File: src/rtl/ysyx_23060111_mem_arbiter_if.sv
// Request/response bundle shared by the IFU, LSU and memory sides of the arbiter.
// The master issues requests and consumes responses; the slave does the opposite.
interface ysyx_23060111_mem_arbiter_if;
  logic        req_valid;
  logic        req_ready;
  logic [31:0] addr;
  logic        wen;
  logic [31:0] wdata;
  logic [3:0]  wmask;
  logic        resp_valid;
  logic [31:0] rdata;
  logic        resp_err;

  modport master (
    output req_valid, addr, wen, wdata, wmask,
    input  req_ready, resp_valid, rdata, resp_err
  );

  modport slave (
    input  req_valid, addr, wen, wdata, wmask,
    output req_ready, resp_valid, rdata, resp_err
  );
endinterface

File: src/rtl/ysyx_23060111_mem_arbiter.sv
// Single-port memory arbiter between IFU and LSU: one latched transaction at a time,
// response routed to its owner, hung memory converted into an error response.
//
// state  | meaning
// IDLE   | no transaction; grant a requester and latch its fields
// REQ    | mem_req_valid held with latched fields until mem_req_ready
// WAIT   | waiting for mem_resp_valid, timeout counter running
// RESP   | one-cycle resp_valid pulse to the owner
module ysyx_23060111_mem_arbiter #(
  parameter int          LSU_PRIO = 1,
  parameter int unsigned TIMEOUT  = 255,
  parameter int unsigned CNT_W    = 8
) (
  input  logic                               clk,
  input  logic                               rst,
  ysyx_23060111_mem_arbiter_if.slave         ifu,
  ysyx_23060111_mem_arbiter_if.slave         lsu,
  ysyx_23060111_mem_arbiter_if.master        mem,
  output logic                               busy
);

  typedef enum logic [1:0] {
    S_IDLE = 2'd0,
    S_REQ  = 2'd1,
    S_WAIT = 2'd2,
    S_RESP = 2'd3
  } state_e;

  localparam logic [CNT_W-1:0] CNT_LAST = CNT_W'(TIMEOUT - 1);

  state_e             state_q, state_d;
  logic               last_lsu_q, last_lsu_d;
  logic               owner_lsu_q, owner_lsu_d;
  logic [CNT_W-1:0]   cnt_q, cnt_d;
  logic [31:0]        addr_q, addr_d;
  logic               wen_q, wen_d;
  logic [31:0]        wdata_q, wdata_d;
  logic [3:0]         wmask_q, wmask_d;
  logic [31:0]        rdata_q, rdata_d;
  logic               err_q, err_d;
  logic               mem_req_valid_q, mem_req_valid_d;
  logic               ifu_resp_valid_q, ifu_resp_valid_d;
  logic               lsu_resp_valid_q, lsu_resp_valid_d;
  logic               busy_q, busy_d;

  logic               is_idle;
  logic               grant_lsu;
  logic               grant_ifu;

  // Round-robin mode hands a tie to whichever master was not granted last.
  always_comb begin
    is_idle   = (state_q == S_IDLE);
    grant_lsu = lsu.req_valid &&
                (!ifu.req_valid || (LSU_PRIO != 0) || !last_lsu_q);
    grant_ifu = ifu.req_valid && !grant_lsu;
  end

  always_comb begin
    state_d     = state_q;
    last_lsu_d  = last_lsu_q;
    owner_lsu_d = owner_lsu_q;
    cnt_d       = cnt_q;
    addr_d      = addr_q;
    wen_d       = wen_q;
    wdata_d     = wdata_q;
    wmask_d     = wmask_q;
    rdata_d     = rdata_q;
    err_d       = err_q;

    case (state_q)
      S_IDLE: begin
        if (grant_lsu) begin
          state_d     = S_REQ;
          owner_lsu_d = 1'b1;
          last_lsu_d  = 1'b1;
          addr_d      = lsu.addr;
          wen_d       = lsu.wen;
          wdata_d     = lsu.wdata;
          wmask_d     = lsu.wen ? lsu.wmask : 4'h0;
        end else if (grant_ifu) begin
          state_d     = S_REQ;
          owner_lsu_d = 1'b0;
          last_lsu_d  = 1'b0;
          addr_d      = ifu.addr;
          wen_d       = 1'b0;
          wdata_d     = 32'h0;
          wmask_d     = 4'h0;
        end
      end

      S_REQ: begin
        if (mem.req_ready) begin
          state_d = S_WAIT;
          cnt_d   = '0;
        end
      end

      S_WAIT: begin
        cnt_d = cnt_q + CNT_W'(1);
        // A response in the final counted cycle still wins over the timeout.
        if (mem.resp_valid) begin
          state_d = S_RESP;
          rdata_d = wen_q ? 32'h0 : mem.rdata;
          err_d   = 1'b0;
        end else if (cnt_q == CNT_LAST) begin
          state_d = S_RESP;
          rdata_d = 32'h0;
          err_d   = 1'b1;
        end
      end

      S_RESP: begin
        state_d = S_IDLE;
      end

      default: begin
        state_d = S_IDLE;
      end
    endcase

    mem_req_valid_d  = (state_d == S_REQ);
    ifu_resp_valid_d = (state_d == S_RESP) && !owner_lsu_d;
    lsu_resp_valid_d = (state_d == S_RESP) &&  owner_lsu_d;
    busy_d           = (state_d != S_IDLE);
  end

  always_ff @(posedge clk) begin
    if (rst) begin
      state_q          <= S_IDLE;
      last_lsu_q       <= 1'b0;
      owner_lsu_q      <= 1'b0;
      cnt_q            <= '0;
      addr_q           <= 32'h0;
      wen_q            <= 1'b0;
      wdata_q          <= 32'h0;
      wmask_q          <= 4'h0;
      rdata_q          <= 32'h0;
      err_q            <= 1'b0;
      mem_req_valid_q  <= 1'b0;
      ifu_resp_valid_q <= 1'b0;
      lsu_resp_valid_q <= 1'b0;
      busy_q           <= 1'b0;
    end else begin
      state_q          <= state_d;
      last_lsu_q       <= last_lsu_d;
      owner_lsu_q      <= owner_lsu_d;
      cnt_q            <= cnt_d;
      addr_q           <= addr_d;
      wen_q            <= wen_d;
      wdata_q          <= wdata_d;
      wmask_q          <= wmask_d;
      rdata_q          <= rdata_d;
      err_q            <= err_d;
      mem_req_valid_q  <= mem_req_valid_d;
      ifu_resp_valid_q <= ifu_resp_valid_d;
      lsu_resp_valid_q <= lsu_resp_valid_d;
      busy_q           <= busy_d;
    end
  end

  // Ready is the only combinational output: it must pulse in the granting cycle.
  assign ifu.req_ready  = is_idle && grant_ifu;
  assign lsu.req_ready  = is_idle && grant_lsu;

  assign ifu.resp_valid = ifu_resp_valid_q;
  assign ifu.rdata      = ifu_resp_valid_q ? rdata_q : 32'h0;
  assign ifu.resp_err   = ifu_resp_valid_q & err_q;

  assign lsu.resp_valid = lsu_resp_valid_q;
  assign lsu.rdata      = lsu_resp_valid_q ? rdata_q : 32'h0;
  assign lsu.resp_err   = lsu_resp_valid_q & err_q;

  assign mem.req_valid  = mem_req_valid_q;
  assign mem.addr       = addr_q;
  assign mem.wen        = wen_q;
  assign mem.wdata      = wdata_q;
  assign mem.wmask      = wmask_q;

  assign busy           = busy_q;

  // The fetch port never writes and the memory has no error line of its own.
  logic unused_inputs;
  assign unused_inputs = ^{ifu.wen, ifu.wdata, ifu.wmask, mem.resp_err};

endmodule

File: src/flat_wrapper.sv
// flat-port wrapper written by rule: the top's interface ports become plain ports
module ysyx_23060111_mem_arbiter_flat 
#(
  parameter int          LSU_PRIO = 1,
  parameter int unsigned TIMEOUT  = 255,
  parameter int unsigned CNT_W    = 8
)
  (clk, rst, busy, ifu_req_valid, ifu_addr, ifu_wen, ifu_wdata, ifu_wmask, ifu_req_ready, ifu_resp_valid, ifu_rdata, ifu_resp_err, lsu_req_valid, lsu_addr, lsu_wen, lsu_wdata, lsu_wmask, lsu_req_ready, lsu_resp_valid, lsu_rdata, lsu_resp_err, mem_req_valid, mem_addr, mem_wen, mem_wdata, mem_wmask, mem_req_ready, mem_resp_valid, mem_rdata, mem_resp_err);
  ysyx_23060111_mem_arbiter_if ifu_i ();
  ysyx_23060111_mem_arbiter_if lsu_i ();
  ysyx_23060111_mem_arbiter_if mem_i ();
  input  logic clk;
  input  logic rst;
  output logic busy;
  input wire logic [$bits(ifu_i.req_valid)-1:0] ifu_req_valid;
  input wire logic [$bits(ifu_i.addr)-1:0] ifu_addr;
  input wire logic [$bits(ifu_i.wen)-1:0] ifu_wen;
  input wire logic [$bits(ifu_i.wdata)-1:0] ifu_wdata;
  input wire logic [$bits(ifu_i.wmask)-1:0] ifu_wmask;
  output wire logic [$bits(ifu_i.req_ready)-1:0] ifu_req_ready;
  output wire logic [$bits(ifu_i.resp_valid)-1:0] ifu_resp_valid;
  output wire logic [$bits(ifu_i.rdata)-1:0] ifu_rdata;
  output wire logic [$bits(ifu_i.resp_err)-1:0] ifu_resp_err;
  input wire logic [$bits(lsu_i.req_valid)-1:0] lsu_req_valid;
  input wire logic [$bits(lsu_i.addr)-1:0] lsu_addr;
  input wire logic [$bits(lsu_i.wen)-1:0] lsu_wen;
  input wire logic [$bits(lsu_i.wdata)-1:0] lsu_wdata;
  input wire logic [$bits(lsu_i.wmask)-1:0] lsu_wmask;
  output wire logic [$bits(lsu_i.req_ready)-1:0] lsu_req_ready;
  output wire logic [$bits(lsu_i.resp_valid)-1:0] lsu_resp_valid;
  output wire logic [$bits(lsu_i.rdata)-1:0] lsu_rdata;
  output wire logic [$bits(lsu_i.resp_err)-1:0] lsu_resp_err;
  output wire logic [$bits(mem_i.req_valid)-1:0] mem_req_valid;
  output wire logic [$bits(mem_i.addr)-1:0] mem_addr;
  output wire logic [$bits(mem_i.wen)-1:0] mem_wen;
  output wire logic [$bits(mem_i.wdata)-1:0] mem_wdata;
  output wire logic [$bits(mem_i.wmask)-1:0] mem_wmask;
  input wire logic [$bits(mem_i.req_ready)-1:0] mem_req_ready;
  input wire logic [$bits(mem_i.resp_valid)-1:0] mem_resp_valid;
  input wire logic [$bits(mem_i.rdata)-1:0] mem_rdata;
  input wire logic [$bits(mem_i.resp_err)-1:0] mem_resp_err;
  assign ifu_i.req_valid = ifu_req_valid;
  assign ifu_i.addr = ifu_addr;
  assign ifu_i.wen = ifu_wen;
  assign ifu_i.wdata = ifu_wdata;
  assign ifu_i.wmask = ifu_wmask;
  assign ifu_req_ready = ifu_i.req_ready;
  assign ifu_resp_valid = ifu_i.resp_valid;
  assign ifu_rdata = ifu_i.rdata;
  assign ifu_resp_err = ifu_i.resp_err;
  assign lsu_i.req_valid = lsu_req_valid;
  assign lsu_i.addr = lsu_addr;
  assign lsu_i.wen = lsu_wen;
  assign lsu_i.wdata = lsu_wdata;
  assign lsu_i.wmask = lsu_wmask;
  assign lsu_req_ready = lsu_i.req_ready;
  assign lsu_resp_valid = lsu_i.resp_valid;
  assign lsu_rdata = lsu_i.rdata;
  assign lsu_resp_err = lsu_i.resp_err;
  assign mem_req_valid = mem_i.req_valid;
  assign mem_addr = mem_i.addr;
  assign mem_wen = mem_i.wen;
  assign mem_wdata = mem_i.wdata;
  assign mem_wmask = mem_i.wmask;
  assign mem_i.req_ready = mem_req_ready;
  assign mem_i.resp_valid = mem_resp_valid;
  assign mem_i.rdata = mem_rdata;
  assign mem_i.resp_err = mem_resp_err;
  ysyx_23060111_mem_arbiter #(.LSU_PRIO(LSU_PRIO), .TIMEOUT(TIMEOUT), .CNT_W(CNT_W)) u_core (.clk(clk), .rst(rst), .ifu(ifu_i), .lsu(lsu_i), .mem(mem_i), .busy(busy));
endmodule
File: config.mk
export PLATFORM = sky130hd
export DESIGN_NAME = ysyx_23060111_mem_arbiter_flat
export DESIGN_NICKNAME = d
export VERILOG_FILES = /design/src/rtl/ysyx_23060111_mem_arbiter_if.sv /design/src/rtl/ysyx_23060111_mem_arbiter.sv /design/src/flat_wrapper.sv
export SDC_FILE = /design/constraint.sdc
export NUM_CORES = 1
export LEC_CHECK = 0
export CORE_AREA = 10 10 128 130
export CTS_BUF_LIST = sky130_fd_sc_hd__clkbuf_4 sky130_fd_sc_hd__clkbuf_8 sky130_fd_sc_hd__clkbuf_16
export CTS_CLUSTER_DIAMETER = 200
export DETAILED_ROUTE_END_ITERATION = 6
export DIE_AREA = 0 0 138 140
export PLACE_DENSITY = 0.84
export SYNTH_ARGS = -nofsm -noshare
export SYNTH_HDL_FRONTEND = slang
export SYNTH_SLANG_ARGS = --single-unit
File: constraint.sdc
create_clock -name clk -period 2.5 [get_ports clk]
set_clock_uncertainty 0.15 [all_clocks]
set_input_delay 0.375 -clock clk [delete_from_list [all_inputs] [get_ports clk]]
set_output_delay 0.375 -clock clk [all_outputs]
set_load 0.02 [all_outputs]
==> results by stage, run 1 <==
Outcome:
- The flow ran to the end, and the final reports show no timing, DRC or antenna violations.

Setup path:
- The kind of capture point of the worst setup path is an output pin.
- Counting both buffers and inverters, the worst setup path holds a total of 2.
- The setup check on the worst reg-to-reg path leaves a slack of 0.58 ns.
- At the worst endpoint, the arrival time is 1.86 ns.
- The endpoint identified for the worst register-to-register timing path is u_core.mem.wdata[30].
- The critical path crosses 3 cells after its start point.
- The worst setup path is of the flop to output pin kind.
- The critical path's largest stage delay is 0.69 ns.
- On the critical path, the stage with the largest delay is an instance of clkdlybuf4s50_1.
- The count of cells along the worst register-to-register path is 5.
- The endpoint of the most critical setup path is lsu_req_ready.
- The highest fanout seen on the critical path is 17.
- In this run the worst setup path begins at u_core.state_q[1].
- STA puts the critical path data required time at 1.98 ns.
- On the critical path the largest part of the delay comes from buffers and inverters.
- The kind of start point of the critical path is a flop.
- The source of the worst register-to-register timing path is u_core.state_q[1].
- Walking the worst path, the cells encountered are buf_4 -> nor3b_4 -> clkdlybuf4s50_1.

CTS:
- The deepest clock path buffer count is 2.
- Gates resized during post-CTS repair numbered 1.
- The clock-pin transition on the worst setup and hold timing paths is 0.06 ns.
- Counting every sink on the clock net gives 117.
- TritonCTS built the clock tree.
- The H-tree was split into 4 levels.
- The cell at the root of the clock tree is clkbuf_16.
- The number of buffers inserted for hold repair after clock tree synthesis is 0.
- Post-CTS timing repair inserted 0 buffers for setup.
- The clock reaches the later pin of the worst-skew pair after 0.41 ns.
- The number of buffers inserted during clock tree synthesis is 17.

Timing:
- The final number of max-transition violations is 0.
- Setup repair after global routing left no endpoint under its margin.
- Setup violations remaining at the end of the flow were counted as 0.
- The final clock period utilization by the worst path is 0.955.
- For this run, the top clock speed supported by timing is 419 MHz.
- The number of hold violations in the final report is 0.
- The minimum clock period after layout is 2.39 ns.
- For the pin with the worst max-slew slack, the measured transition is 0.549 ns.
- In this run the tightest slew margin relative to its limit is 0.634.

Pwr:
- The worst IR drop on VDD is 0.000371 V.
- The power density over the cells is 612 mW/mm².
- The total power draw is 5600 µW.
- The leakage power is 0.00332 µW.

Yosys:
- The number of distinct standard cells referenced by the synthesized netlist is 47.
- Of the post-synthesis cell area, the dominant cell type holds 0.409.
- The area of the mapped netlist is 0.00573 mm².
- The flip-flop and latch count after synthesis is 117.
- The sequential element share of the synthesized area is 0.409.
- The Yosys step of the flow raised 0 warnings.
- In the post-synthesis netlist, the biggest area contributors are dfxtp_1, and2_1, a21oi_1.
- The cell taking the most area after synthesis is dfxtp_1.
- When the netlist entered floorplanning its net count stood at 839.
- The synthesized netlist cell count is 660.
- The synthesized area per cell is 8.68 µm².

Detailed routing:
- After detailed routing, the number of remaining DRC violations is 0.
- The mean routed wirelength per cell is 17.7 µm.
- The total via count in the routed design is 5758.
- Summed over all layers, the routed wires come to 19.5 mm.
- The count of nets left with antenna violations once routing finished came out at 0.
- In the routed layout, each cell is associated on average with a via count of 5.23.
- The length of the first detailed-routing pass in iterations is 5.
- In this run, the number of DRC markers left after iteration 0 of detailed routing was 443.

GRT:
- The total routing resource utilization after global routing is 0.190.
- The pin count of the biggest net entering global routing is 79.
- The first global-routing pass estimated 30.9 mm of wire.
- The number of global-route vias before repair is 5676.
- The global-route congestion overflow total is 0.
- The initial antenna violation count was 0.

Layout:
- The antenna diode count is 0.
- The post-layout instance area is 0.00915 mm².
- The net count of the finished layout is 1088.
- The synthesis-to-layout area growth is 59.8%.
- Of the cells placed in the final design, the portion with a size suffix greater than 1 is 0.0727.
- In the layout the commonest cells are clkdlybuf4s50_1, dfxtp_1, a21oi_1.
- The most common cell after layout, fill and taps aside is clkdlybuf4s50_1.

Die:
- 318 I/O pins were placed.
- The initial utilization of the core area, before any placement, comes to 0.416.
- The vertical die dimension is 140 µm.
- The floorplan step defined a die boundary enclosing 0.0193 mm².
- The region available for standard cell placement spans 0.0138 mm².
- The placement row count is 43.
- The x dimension of the die is 138 µm.

Placed design:
- The global placement routability congestion is 0.775.
- Once detailed placement completed, the half-perimeter wirelength came to 14.2 mm.
- The area of placed instances is 0.00858 mm².
- Input and output buffers added on the ports amount to 279.

Job:
- The count of max-cap constraint violations is 0.

Min path:
- The path type of the worst min-delay path is primary input to flop.
[report_power, final]
part	switching, µW	internal (µW)
clock network	911	1430
registers	82.7	2010
logic	591	573
total	1580	4010
[cells in the mapped netlist, drive strengths merged]
library cell	instances
or4	1
or2	2
mux2i	34
a31oi	2
a2111oi	1
nor2b	34
buf	40
nor3	5
nand3b	1
and2	66
ha	2
o221ai	1
or3	3
nand4	2
mux2	1
xnor2	1
a211oi	34
dfxtp	117
nand2	38
nand4b	2
clkbuf	31
and3b	2
o21ai	37
or3b	1
nor3b	3
o211ai	1
o41ai	32
nor2	9
a32oi	32
o311ai	1
a2bb2oi	1
nand3	6
nand2b	4
a21oi	76
inv	36
o21ba	1
[final cells by class]
class / instances / area (µm²)
multi-input combinational: 436 / 2900
clock inverter: 13 / 123
clock buffer: 19 / 453
inverter: 36 / 135
timing repair buffer: 301 / 2970
sequential: 117 / 2340
tap: 180 / 225
fill: 1136 / 4620
[flip-flops by register name, indices dropped and copies added, names as in the netlist, 2 cells and up]
signal,flops
u_core.cnt_q,8
u_core.mem.addr,32
u_core.mem.wdata,32
u_core.mem.wmask,4
u_core.rdata_q,32
u_core.state_q,2
[metrics by stage]
| step | TNS [ns] | util | hold WS [ns] | instances | setup slack (ns) |
|---|---|---|---|---|---|
| floorplan | 0 | - | 0.263 | 660 | 0.707 |
| global placement | 0 | 0.623 | 0.280 | 1070 | 0.0251 |
| finish | 0 | 0.665 | 0.206 | 1102 | 0.113 |
| CTS | 0 | 0.665 | 0.180 | 1102 | 0.0880 |
| detailed placement | -0.0308 | 0.623 | 0.299 | 1070 | -0.0308 |
| global route | 0 | 0.665 | 0.197 | 1102 | 0.0547 |
[cell families (layout without fill, tap and decap cells)]
logic type / Yosys count / after routing / synth area share
AND/OR/NAND/NOR: 179 / 179 / 0.184
adder cells (fa/ha/maj): 2 / 2 / 0.00437
multiplexers: 35 / 35 / 0.0614
flip-flops: 117 / 117 / 0.409
AO/OA/AOI/OAI: 219 / 219 / 0.254
buffers and inverters: 107 / 369 / 0.0867
XOR/XNOR: 1 / 1 / 0.00153
[worst min path at each step]
stage	slack, ns	from	endpoint	depth (start not counted)
2_1_floorplan	0.26	u_core.owner_lsu_q	u_core.ifu.resp_valid	1
6_report	0.21	rst	u_core.rdata_q[0]	2
3_3_place_gp	0.28	u_core.owner_lsu_q	u_core.ifu.resp_valid	1
3_5_place_dp	0.30	u_core.owner_lsu_q	u_core.ifu.resp_valid	1
4_1_cts	0.18	rst	u_core.rdata_q[2]	2
5_1_grt	0.20	rst	u_core.rdata_q[8]	2
[layer usage]
metal / track usage / wire, µm
met5: 0 / 0
met4: 0.0583 / 327
met3: 0.0862 / 1860
met2: 0.309 / 9290
met1: 0.218 / 7990
Power figures use the tool's default switching activity.
==> run 2: changes to the inputs <==
CORE_AREA = 10 10 133 135   (was 10 10 128 130)
DIE_AREA = 0 0 143 145   (was 0 0 138 140)
PLACE_DENSITY = 0.79   (was 0.84)
clock period = 2.6 ns   (was 2.5 ns; I/O delays follow)
==> run 2 against run 1 <==
Net effect: worst setup slack worse by 0.036 ns; combinational power fell by 4%; final cell count rose by 0.45%; critical path type is now primary input to output pin; critical endpoint is now ifu_req_ready.
==> results by stage, run 2 (synthesized netlist as in run 1, its figures left out) <==
Timing:
- The final number of max-transition violations came to 0 (unchanged).
- The number of hold violations in the final report is 0 (unchanged).
- The worst-margin pin slew is 0.725 ns (was 0.549 ns).
- RSZ-0062 raised after global routing: false (unchanged).
- The relative slew slack was 0.517 (was 0.634).
- The final clock period utilization by the worst path is 0.970.
- The maximum operating frequency is 396 MHz.
- The final number of setup-violating endpoints is 0 (unchanged).
- The final setup TNS is 0 ns (unchanged).
- The minimum clock period after layout is 2.52 ns.

Setup path:
- The cell with the biggest individual delay on the critical path is clkdlybuf4s50_1 (unchanged).
- The number of buffers and inverters on the critical path came to 2 (unchanged).
- The critical path's largest stage delay is 0.62 ns (was 0.69 ns).
- The flop-to-flop setup slack is 0.73 ns (was 0.58 ns).
- The cell family contributing the most delay on the critical path was buffers and inverters (unchanged).
- The library cell appearing most often on the critical path is clkdlybuf4s50_1.
- The data required time at the worst endpoint is 2.06 ns (was 1.98 ns).
- The kind of start point of the critical path is a primary input (was flop).
- The data arrival time of the worst path was 1.98 ns (was 1.86 ns).
- The kind of capture point of the worst setup path is an output pin (unchanged).
- The critical path start-end classification was primary input to output pin (was flop to output pin).
- The highest fanout seen on the critical path came to 2 (was 17).
- Cells along the critical path: clkdlybuf4s50_1 -> or3b_1 -> nor2_1 -> clkdlybuf4s50_1 (was buf_4 -> nor3b_4 -> clkdlybuf4s50_1).

Die:
- The number of I/O pins is 318 (unchanged).
- The initial core utilization is 0.381 (was 0.416).
- The placement row count came to 45 (was 43).
- The x dimension of the die came to 143 µm (was 138 µm).
- The core area is 0.0150 mm² (was 0.0138 mm²).
- The die footprint was 0.0207 mm² (was 0.0193 mm²).
- The vertical die dimension is 145 µm (was 140 µm).

CTS:
- The number of buffers inserted for hold repair after clock tree synthesis is 0 (unchanged).
- The clock network latency to the later pin of the worst-skew pair is 0.41 ns (about the same).
- The clock tree from TritonCTS is done (unchanged).
- The deepest clock path buffer count is 2 (unchanged).
- The clock-pin transition on the worst setup and hold timing paths is 0.05 ns (was 0.06 ns).
- The number of buffers inserted during clock tree synthesis is 17 (unchanged).
- The cell at the root of the clock tree is clkbuf_16 (unchanged).
- The count of clock tree sinks is 117 (unchanged).
- The deepest level of the CTS H-tree is 4 (unchanged).
- The post-CTS setup repair buffer count is 0 (unchanged).
- The number of gates given a new drive strength after cts is 0 (was 1).

Placed design:
- The area of placed instances is 0.00857 mm² (was 0.00858 mm²).
- The global placement routability congestion came to 0.779 (was 0.775).
- The half-perimeter wire length after placement is 14.1 mm (was 14.2 mm).
- The total of buffers placed on input and output ports is 279 (unchanged).

Pwr:
- The cell-internal power is 3950 µW (was 4010 µW).
- The worst IR drop on VDD came to 0.000399 V (was 0.000371 V).
- The power density over the cells is 593 mW/mm² (was 612 mW/mm²).
- The leakage power was 0.00331 µW (was 0.00332 µW).
- The power share of the sequential group is 0.371 (was 0.374).
- The portion of total power attributed to combinational logic came to 0.205 (was 0.208).
- The net switching power came to 1480 µW (was 1580 µW).
- The clock group share of total power is 0.424 (was 0.418).
- The proportion of total power due to net switching is 0.273 (was 0.283).

GRT:
- The number of global-route vias before repair is 5649 (was 5676).
- The global-route congestion overflow total is 0 (unchanged).
- The pin count of the biggest net entering global routing is 150 (was 79).
- The global-route wire length before repair came to 30.6 mm (was 30.9 mm).
- The initial antenna violation count is 0 (unchanged).
- The total routing resource utilization after global routing was 0.182 (was 0.190).

Job:
- The count of max-cap constraint violations came to 0 (unchanged).

Detailed routing:
- The length of the first detailed-routing pass in iterations is 5 (unchanged).
- The total via count in the routed design is 5726 (was 5758).
- The mean routed wirelength per cell is 17.7 µm (about the same).
- The ratio of routed vias to standard cells was 5.17 (was 5.23).
- The number of remaining DRC errors is 0 (unchanged).
- The final wirelength is 19.6 mm (was 19.5 mm).
- The first-iteration detailed-routing DRC count is 283 (was 443).
- The count of nets left with antenna violations after detail routing was 0 (unchanged).

Layout:
- The most common cell after layout, fill and taps aside is clkdlybuf4s50_1 (unchanged).
- The post-layout instance area is 0.00916 mm² (was 0.00915 mm²).
- The synthesis-to-layout area growth was 59.8% (about the same).
- The fraction of layout cells with a size suffix above 1 is 0.0696 (was 0.0727).
- The antenna diode count is 0 (unchanged).
- Most frequent cells in the layout: clkdlybuf4s50_1, dfxtp_1, a21oi_1 (unchanged).
- The net count of the finished layout came to 1085 (was 1088).
- The number of filler cells placed in the layout was 1331 (was 1136).

Min path:
- The path type of the worst min-delay path is primary input to flop (unchanged).

Outcome:
- Result of the run: complete, no violations (unchanged).
[run 2: through the flow]
step,std cells,setup slack [ns],utilization,total power [µW],hold WS [ns]
detailed placement,1075,0.0928,0.570,3170,0.289
finish,1107,0.0769,0.609,5430,0.299
global route,1107,0.0177,0.609,5690,0.315
CTS,1107,0.0795,0.609,5490,0.285
floorplan,660,0.792,-,2620,0.263
global placement,1075,0.116,0.570,3150,0.284
[run 2: path summary, 6_finish.rpt]
check                      from                    end  cells past startpoint
min               lsu_req_valid    u_core.mem.addr[30]                      3
max reg2reg   u_core.state_q[1]   u_core.mem.wdata[31]                      5
min reg2reg  u_core.owner_lsu_q  u_core.ifu.resp_valid                      1
max               ifu_req_valid          ifu_req_ready                      4
[run 2: worst register-to-register path, delay by kind of cell (launching register included)]
| family | cells | cell delay [ns] |
|---|---|---|
| AOI/OAI and AO/OA | 2 | 0.34 |
| buffers and inverters | 2 | 0.62 |
| DFF | 1 | 0.35 |
| and+or+nand+nor | 1 | 0.32 |
[run 2: metal layers]
metal | share of wire | GRT usage
met4 | 0.017 | 0.0614
met5 | 0 | 0
met1 | 0.42 | 0.209
met3 | 0.086 | 0.0724
met2 | 0.47 | 0.299
[run 2: final cells by class]
cell class / instances / area, µm² / share of cell area
Clock buffer: 20 / 460 / 0.0503
Clock inverter: 12 / 129 / 0.0141
Inverter: 36 / 135 / 0.0148
Multi-Input combinational cell: 436 / 2900 / 0.317
Sequential cell: 117 / 2340 / 0.256
Tap cell: 188 / 235 / 0.0257
Timing Repair Buffer: 298 / 2950 / 0.322
[run 2: power by group through the flow]
stage               Clock (µW)  Sequential [µW]  Combinational, µW
floorplan                    0             2170                453
global placement             0             2040               1110
detailed placement           0             2050               1120
CTS                       2350             2010               1120
global route              2450             2030               1210
finish                    2300             2010               1110
==> run 3: changes to the inputs <==
clock period = 2.44 ns   (was 2.6 ns; I/O delays follow)
==> run 3 against run 2 <==
Net effect: sequential cell count unchanged; count of clock-buffer cells in the layout unchanged; critical endpoint is now lsu_req_ready; worst hold slack better by 0.017 ns; worst setup slack better by 0.031 ns; total power up 6.9%; final cell count about the same; register-to-register slack worse by 0.22 ns; sequential power up 7%; via count about the same; utilization up 0.18 points.
==> results by stage, run 3 (synthesized netlist as in run 1, its figures left out) <==
Pwr:
- The power share of the sequential group is 0.370 (was 0.371).
- The proportion of total power due to net switching was 0.271 (was 0.273).
- The clock group share of total power is 0.424 (about the same).
- The portion of total power attributed to combinational logic is 0.205 (about the same).
- The leakage power came to 0.00333 µW (was 0.00331 µW).
- The net switching power came to 1570 µW (was 1480 µW).
- The cell-internal power is 4230 µW (was 3950 µW).
- The worst IR drop on VDD is 0.000429 V (was 0.000399 V).
- The power density over the cells is 632 mW/mm² (was 593 mW/mm²).

Timing:
- RSZ-0062 raised after global routing: false (unchanged).
- For the finished layout, the period the worst path requires is 2.33 ns.
- The final number of max-transition violations is 0 (unchanged).
- The final clock period utilization by the worst path is 0.956.
- The worst setup margin is 0.108 ns (was 0.0769 ns).
- The worst hold slack after final layout came to 0.315 ns (was 0.299 ns).
- For this run, the top clock speed supported by timing is 429 MHz.
- The relative slew slack is 0.551 (was 0.517).
- The number of hold violations in the final report is 0 (unchanged).
- The final number of setup-violating endpoints is 0 (unchanged).
- The worst-margin pin slew is 0.673 ns (was 0.725 ns).

Layout:
- The most common cell after layout, fill and taps aside was clkdlybuf4s50_1 (unchanged).
- The utilization after layout came to 0.611 (was 0.609).
- The fraction of layout cells with a size suffix above 1 is 0.0707 (was 0.0696).
- The antenna diode count is 0 (unchanged).
- The post-layout instance area is 0.00918 mm² (was 0.00916 mm²).
- The net count of the finished layout is 1086 (was 1085).
- Most frequent cells in the layout: clkdlybuf4s50_1, dfxtp_1, a21oi_1 (unchanged).
- The synthesis-to-layout area growth came to 60.3% (was 59.8%).

Die:
- The placement row count is 45 (unchanged).
- The core area is 0.0150 mm² (unchanged).
- The x dimension of the die is 143 µm (unchanged).
- The die footprint is 0.0207 mm² (unchanged).
- The number of I/O pins came to 318 (unchanged).
- The vertical die dimension is 145 µm (unchanged).
- The initial core utilization is 0.381 (unchanged).

Outcome:
- Result of the run: complete, no violations (unchanged).

CTS:
- The clock network latency to the later pin of the worst-skew pair is 0.40 ns (was 0.41 ns).
- The number of buffers inserted for hold repair after clock tree synthesis is 0 (unchanged).
- The deepest level of the CTS H-tree came to 4 (unchanged).
- The deepest clock path buffer count is 2 (unchanged).
- The count of clock tree sinks is 117 (unchanged).
- The cell at the root of the clock tree is clkbuf_16 (unchanged).
- The number of buffers inserted during clock tree synthesis came to 17 (unchanged).
- The clock-pin transition on the worst setup and hold timing paths is 0.06 ns (was 0.05 ns).
- The clock tree from TritonCTS is done (unchanged).

Setup path:
- The critical path start-end classification is flop to output pin (was primary input to output pin).
- The data arrival time of the worst path was 1.82 ns (was 1.98 ns).
- Cells along the critical path: buf_4 -> nor3b_4 -> clkdlybuf4s50_1 (was clkdlybuf4s50_1 -> or3b_1 -> nor2_1 -> clkdlybuf4s50_1).
- The cell with the biggest individual delay on the critical path is clkdlybuf4s50_1 (unchanged).
- The number of buffers and inverters on the critical path is 2 (unchanged).
- The highest fanout seen on the critical path came to 14 (was 2).
- The cell family contributing the most delay on the critical path is buffers and inverters (unchanged).
- The critical path's largest stage delay is 0.67 ns (was 0.62 ns).
- The kind of capture point of the worst setup path is an output pin (unchanged).
- The data required time at the worst endpoint came to 1.92 ns (was 2.06 ns).
- The kind of start point of the critical path is a flop (was primary input).

Detailed routing:
- The length of the first detailed-routing pass in iterations is 5 (unchanged).
- The final wirelength is 19.7 mm (was 19.6 mm).
- The ratio of routed vias to standard cells is 5.17 (about the same).
- The mean routed wirelength per cell is 17.8 µm (was 17.7 µm).
- The first-iteration detailed-routing DRC count came to 362 (was 283).
- The total via count in the routed design was 5725 (was 5726).
- The number of remaining DRC errors is 0 (unchanged).
- The count of nets left with antenna violations after detail routing is 0 (unchanged).

Placed design:
- The setup slack at placement is -0.0451 ns (was 0.0928 ns).
- The global placement routability congestion is 0.787 (was 0.779).
- The half-perimeter wire length after placement is 14.2 mm (was 14.1 mm).
- The total of buffers placed on input and output ports is 279 (unchanged).
- The area of placed instances is 0.00859 mm² (was 0.00857 mm²).

Job:
- The count of max-cap constraint violations is 0 (unchanged).

GRT:
- The number of global-route vias before repair is 5521 (was 5649).
- The global-route wire length before repair is 30.3 mm (was 30.6 mm).
- The global-route congestion overflow total is 0 (unchanged).
- The total routing resource utilization after global routing is 0.179 (was 0.182).
- The initial antenna violation count is 0 (unchanged).
- The pin count of the biggest net entering global routing is 150 (unchanged).

Min path:
- The path type of the worst min-delay path is flop to flop (was primary input to flop).
[run 3: worst paths after layout]
| check | from | to | slack [ns] | depth (start not counted) |
|---|---|---|---|---|
| max reg2reg | u_core.state_q[1] | u_core.mem.wdata[8] | 0.51 | 5 |
| min | u_core.owner_lsu_q | u_core.ifu.resp_valid | 0.32 | 1 |
| min reg2reg | u_core.owner_lsu_q | u_core.ifu.resp_valid | 0.32 | 1 |
| max | u_core.state_q[0] | lsu_req_ready | 0.11 | 3 |
[run 3: per-layer routing]
| metal | global-route usage | routed length [µm] |
|---|---|---|
| met5 | 0 | 0 |
| met4 | 0.0547 | 325 |
| met3 | 0.0779 | 1800 |
| met2 | 0.295 | 9360 |
| met1 | 0.203 | 8240 |
[run 3: power groups by stage]
stage,registers [µW],clock network (µW),logic [µW]
2_1_floorplan,2310,0,483
3_3_place_gp,2180,0,1190
3_5_place_dp,2190,0,1190
4_1_cts,2150,2520,1200
5_1_grt,2170,2600,1290
6_report,2150,2460,1190
[run 3: cell type report]
cell class / instances / area, µm²
multi-input combinational: 436 / 2900
fill: 1363 / 5850
clock buffer: 20 / 467
timing repair buffer: 299 / 2980
clock inverter: 12 / 128
tap: 188 / 235
inverter: 36 / 135
sequential: 117 / 2340
[run 3: what timing repair did]
item | CTS | global route
resized for setup | 1 | 1
buffers inserted | 0 | 0
gates cloned | 0 | 0
endpoints found under the setup margin | 1 | 1
[run 3: metrics by stage]
| step | TNS, ns | power, µW | cells |
|---|---|---|---|
| floorplan | 0 | 2800 | 660 |
| global placement | 0 | 3360 | 1076 |
| detailed placement | -0.0451 | 3380 | 1076 |
| CTS | 0 | 5860 | 1108 |
| global route | 0 | 6060 | 1108 |
| finish | 0 | 5800 | 1108 |
